### src/rtl/instr_sequencer.sv
`default_nettype none
// ============================================================================
//  Module   : instr_sequencer
//  Purpose  : Multi-cycle instruction sequencer for the 9-bit-ISA core. Owns
//             the program counter, steps through EXEC/MEM, stalls on the
//             data-memory handshake with a timeout, detects the halt code and
//             turns decoder write strobes into commit-qualified enables.
//  Ports    : Clk, Reset (async, active-high)
//             Start            - level, (re)starts the program at PC 0
//             Instr            - machine code at PC (combinational ROM read)
//             RegWrite, MemWrite, MemtoReg, Branch - decoder outputs
//             BrTaken, BrTarget - branch condition and destination
//             MemReady         - data-memory completion (only while MemReq)
//             PC               - registered program counter
//             RegWrEn, MemWrEn - qualified write enables (commit cycles only)
//             MemReq           - data-memory access in progress
//             Busy, Done, Err  - status from the state register
//             RetireCnt        - saturating retired-instruction count
//  Revision : 1.0 - initial release
// ============================================================================
module instr_sequencer #(
  parameter int         PCW       = 10,
  parameter logic [8:0] HALT_CODE = 9'h1FF,
  parameter int         TIMEOUT   = 15,
  parameter int         CNTW      = 16
) (
  input  logic            Clk,
  input  logic            Reset,
  input  logic            Start,
  input  logic [8:0]      Instr,
  input  logic            RegWrite,
  input  logic            MemWrite,
  input  logic            MemtoReg,
  input  logic            Branch,
  input  logic            BrTaken,
  input  logic [PCW-1:0]  BrTarget,
  input  logic            MemReady,
  output logic [PCW-1:0]  PC,
  output logic            RegWrEn,
  output logic            MemWrEn,
  output logic            MemReq,
  output logic            Busy,
  output logic            Done,
  output logic            Err,
  output logic [CNTW-1:0] RetireCnt
);

  localparam int            TW         = $clog2(TIMEOUT + 1);
  localparam logic [TW-1:0] TMO_LAST   = TW'(TIMEOUT - 1);

  typedef enum logic [2:0] {
    S_IDLE = 3'd0,
    S_EXEC = 3'd1,
    S_MEM  = 3'd2,
    S_DONE = 3'd3,
    S_ERR  = 3'd4
  } state_t;

  state_t          state_q, state_d;
  logic [PCW-1:0]  pc_q, pc_d;
  logic [CNTW-1:0] cnt_q, cnt_d;
  logic [TW-1:0]   tmo_q, tmo_d;
  logic            reg_wr_en, mem_wr_en, retire;

  always_comb begin
    state_d   = state_q;
    pc_d      = pc_q;
    tmo_d     = tmo_q;
    reg_wr_en = 1'b0;
    mem_wr_en = 1'b0;
    retire    = 1'b0;

    unique case (state_q)
      S_IDLE, S_DONE, S_ERR: begin
        if (Start) begin
          state_d = S_EXEC;
          pc_d    = '0;
          tmo_d   = '0;
        end
      end

      S_EXEC: begin
        // Halt has priority so the reserved code is never executed as an op.
        if (Instr == HALT_CODE) begin
          state_d = S_DONE;
        end else if (MemtoReg || MemWrite) begin
          // Memory path wins over any branch in the same instruction.
          state_d = S_MEM;
          tmo_d   = '0;
        end else begin
          reg_wr_en = RegWrite;
          retire    = 1'b1;
          pc_d      = (Branch && BrTaken) ? BrTarget : pc_q + PCW'(1);
        end
      end

      S_MEM: begin
        if (MemReady) begin
          // Instr is still addressed by the held PC, so the decoder
          // outputs still describe the pending load or store.
          reg_wr_en = MemtoReg & RegWrite;
          mem_wr_en = MemWrite & ~MemtoReg;
          retire    = 1'b1;
          pc_d      = pc_q + PCW'(1);
          tmo_d     = '0;
          state_d   = S_EXEC;
        end else if (tmo_q == TMO_LAST) begin
          state_d = S_ERR;
        end else begin
          tmo_d = tmo_q + TW'(1);
        end
      end

      default: state_d = S_IDLE;
    endcase

    if (state_q != S_EXEC && state_q != S_MEM && Start) begin
      cnt_d = '0;
    end else if (retire && !(&cnt_q)) begin
      cnt_d = cnt_q + CNTW'(1);
    end else begin
      cnt_d = cnt_q;
    end
  end

  always_ff @(posedge Clk or posedge Reset) begin
    if (Reset) begin
      state_q <= S_IDLE;
      pc_q    <= '0;
      cnt_q   <= '0;
      tmo_q   <= '0;
    end else begin
      state_q <= state_d;
      pc_q    <= pc_d;
      cnt_q   <= cnt_d;
      tmo_q   <= tmo_d;
    end
  end

  assign PC        = pc_q;
  assign RetireCnt = cnt_q;
  assign RegWrEn   = reg_wr_en;
  assign MemWrEn   = mem_wr_en;
  assign MemReq    = (state_q == S_MEM);
  assign Busy      = (state_q == S_EXEC) || (state_q == S_MEM);
  assign Done      = (state_q == S_DONE);
  assign Err       = (state_q == S_ERR);

endmodule
`default_nettype wire
### config.mk
export PLATFORM = sky130hd
export DESIGN_NAME = instr_sequencer
export DESIGN_NICKNAME = d
export VERILOG_FILES = /design/src/rtl/instr_sequencer.sv
export SDC_FILE = /design/constraint.sdc
export NUM_CORES = 1
export LEC_CHECK = 0
export CORE_UTILIZATION = 50
export CTS_BUF_LIST = sky130_fd_sc_hd__clkbuf_4 sky130_fd_sc_hd__clkbuf_8
export DETAILED_ROUTE_END_ITERATION = 10
export MAX_ROUTING_LAYER = met4
export PLACE_DENSITY = 0.89
export SYNTH_ARGS = -nofsm -noshare
export SYNTH_HDL_FRONTEND = slang
export SYNTH_SLANG_ARGS = --single-unit
### constraint.sdc
create_clock -name Clk -period 2.7 [get_ports Clk]
set_clock_uncertainty 0.1 [all_clocks]
set_input_delay 0.81 -clock Clk [delete_from_list [all_inputs] [get_ports Clk]]
set_output_delay 0.81 -clock Clk [all_outputs]
set_load 0.05 [all_outputs]
==> impl_metrics.csv <==
group,metric,value,unit
die,die_y,67.4,um
routing,drt_iter0_markers,259,
power_and_ir_drop,leakage,0.00136,uW
finish,diodes,0,
critical_path,cpPeakStageDelay,400,ps
routing,first_pass_iters,5,
global_routing,grt_usage,0.344,
routing,viasPerCell,6.46,
global_routing,grt_max_degree,34,
critical_path,cp.arrival,1890,ps
synth,synth_top_area_share,0.386,
worst_hold_path,min_path_type,"reg -> reg",
outcome,status,"finished, violations left",
routing,ant_nets,0,
synth,synth_cells,247,
synth,synth_seq_cells,33,
clock_tree,cts_num_sinks,33,
synth,synth_cell_type_count,54,
finish,final_nets,370,
clock_tree,numCtsBuffers,5,
critical_path,critPathMaxFanout,2,
die,die_w,67.4,um
critical_path,r2r_start,"state_q[2]$_DFFE_PP0P_",
power_and_ir_drop,power_density,986,mW/mm^2
finish,fillCellCount,226,
sta,worstMarginPinSlew,750,ps
routing,wl_per_cell,18.9,um
critical_path,crit_start,"Instr[2]",
die,placementRows,23,
clock_tree,clk_latency,290,ps
global_routing,grt_pass1_vias,2456,
clock_tree,hold_buffers,0,
synth,avgSynthCellArea,8.65,um^2
global_routing,grt.overflow.total,0,
placed_design,numPortBuffers,59,
placed_design,placed_area,0.00299,mm^2
job,cap_violations,0,
synth,yosys_warnings,0,
critical_path,cp_data_required_time,1790,ps
finish,syn_to_final_growth,56.2,%
die,dieArea,0.00454,mm^2
sta,setup_tns,-96.2,ps
clock_tree,ctsHtreeMaxLevel,2,
sta,setup_viol,1,
sta,slew_violations,0,
routing,via_count,2512,
global_routing,grt_pass1_wl,11.2,mm
sta,min_period,2800,ps
clock_tree,path_clk_slew,70,ps
synth,synth_area,0.00214,mm^2
synth,ys_seq_area_frac,0.386,
die,coreArea,0.00406,mm^2
critical_path,cp-start-kind,"primary input",
finish,drive_above_1_share,0.268,
die,initial_core_util,0.527,
routing,remaining_drc_errors,0,
synth,syn_nets,279,
sta,slew_headroom,0.495,
synth,yosys-top-cells-area,"dfrtp_1 39%, a21oi_1 5.4%, o21ai_0 3.5%",
outcome,violations,"negative setup slack",
finish,final_util,0.823,
die,io_pins,60,
critical_path,worst-setup-path-type,"in -> out",
synth,synth-edff-count,0,
critical_path,end_kind,"output port",
routing,wirelength,7.34,mm
sta,min_period_over_period,1.04,
synth,yosys_most_used_dff,"dfrtp_1",
placed_design,gp_congestion,0.881,
sta,fmax,358,MHz
synth,synth_top_area_cell,"dfrtp_1",
sta,rsz0062_at_grt,"yes",
sta,postLayoutSetupSlackWorst,-96.2,ps
finish,final_cell_area,0.00334,mm^2
power_and_ir_drop,p_total,3290,uW
clock_tree,cts_tree,"built",
clock_tree,clockBufferDepth,2,
synth,async_reset_ff_frac,1.00,
critical_path,cpMaxStageDelayCell,"or3_4",
critical_path,crit_chain,"buf_2 > nand3_2 > or3_4 > a32o_2 > and3_4 > buf_8",
power_and_ir_drop,peakVddDrop,0.000868,V
worst_hold_path,hold_start,"RetireCnt[4]$_DFFE_PP0P_",
global_routing,antenna_found_initial,0,
placed_design,dp_hpwl,4.41,mm
sta,hold_viol,0,
clock_tree,clockRootBuffer,"clkbuf_8",
per-layer routing:
layer | vias to the layer above | routed length [um] | track usage
met1 | 1186 | 2700 | 0.373
met5 | - | 0 | -
met3 | 24 | 597 | 0.0541
li1 | 1124 | - | -
met2 | 178 | 3840 | 0.610
met4 | 0 | 209 | 0.162
cells by family (layout without fill, tap and decap cells):
group           count (synthesis)  after routing  share of synthesized area
simple gates                  101            101                      0.268
compound gates                 79             79                      0.247
flops                          33             33                      0.386
buf+inv                        27            119                     0.0609
fa+ha+maj                       4              4                     0.0234
mux                             3              3                     0.0141
through the flow:
step / setup slack (ps) / hold slack (ps) / cells
final: -96.2 / 440 / 389
after floorplan: 49.1 / 390 / 247
after CTS: -140 / 431 / 391
after global placement: -554 / 405 / 369
after global routing: -122 / 466 / 389
after detailed placement: -572 / 421 / 369
cell type report:
| type | instances | area (um^2) | share of cell area |
|---|---|---|---|
| inverter | 14 | 52.6 | 0.0157 |
| timing repair buffer | 97 | 982 | 0.294 |
| clock inverter | 1 | 30.0 | 0.00900 |
| sequential | 33 | 826 | 0.247 |
| clock buffer | 7 | 90.1 | 0.0270 |
| tap | 50 | 62.6 | 0.0187 |
| multi-input combinational | 187 | 1290 | 0.388 |
final timing paths:
| kind | depth (start not counted) | slack [ps] | endpoint |
|---|---|---|---|
| setup reg to reg | 7 | 170 | RetireCnt[5]$_DFFE_PP0P_ |
| hold reg to reg | 1 | 440 | RetireCnt[4]$_DFFE_PP0P_ |
| hold / removal | 1 | 440 | RetireCnt[4]$_DFFE_PP0P_ |
| max in group asynchronous | 3 | 1380 | RetireCnt[11]$_DFFE_PP0P_ |
| min in group asynchronous | 3 | 810 | PC[3]$_DFFE_PP0P_ |
| setup / recovery | 6 | -100 | RegWrEn |
sequential cells by signal (all words and copies together), names as in the netlist:
| register | cells |
|---|---|
| tmo_q | 4 |
| RetireCnt | 16 |
| PC | 10 |
| state_q | 3 |
Yosys cell counts, types with 2 or more instances:
cell / count
a2bb2oi_1: 3
a21oi_1: 23
a221oi_1: 3
a211oi_1: 2
o21ai_0: 15
nor4_1: 6
nor2_1: 13
o22ai_1: 2
a22oi_1: 5
o31ai_1: 7
nand2b_1: 4
or3_1: 2
and2_1: 4
nand3b_1: 2
buf_6: 2
o41ai_1: 3
ha_1: 4
inv_1: 14
nor2b_1: 2
nand2_1: 19
nor3_1: 10
buf_4: 3
nand3_1: 9
and3_1: 7
nand4_1: 4
or4_1: 9
buf_2: 2
mux2i_1: 3
o311ai_0: 2
dfrtp_1: 33
clkbuf_1: 6
nor3b_1: 2
cells in the final DEF, fill, tap and decap left out, drive strengths merged, types with 4 or more instances in the layout:
cell / netlist / routed
a21oi: 23 / 23
and2: 4 / 4
nand2b: 4 / 4
nor4: 6 / 6
clkbuf: 6 / 8
nand2: 20 / 20
clkdlybuf4s50: 0 / 41
nor3: 10 / 10
buf: 7 / 51
ha: 4 / 4
or4: 9 / 9
o21ai: 16 / 16
nor2: 13 / 13
inv: 14 / 14
nor3b: 4 / 4
nand3: 9 / 9
dfrtp: 33 / 33
a22oi: 5 / 5
and3: 7 / 7
nand4: 4 / 4
o31ai: 7 / 7
worst max-delay path: cells and delay by family:
| kind | cells | cell delay [ps] |
|---|---|---|
| and+or+nand+nor | 3 | 610 |
| buffers and inverters | 2 | 230 |
| AOI/OAI and AO/OA | 1 | 240 |
power breakdown:
group	switching, uW	internal (uW)
clock network	192	311
registers	139	606
logic	1180	868
repair_timing:
item                                    CTS  global route
cloned                                    2             0
resized for setup                        52            16
endpoints found under the setup margin   15            18
pin swaps                                22            15
setup buffers                            13             2
(Power assumes the default switching activity.)
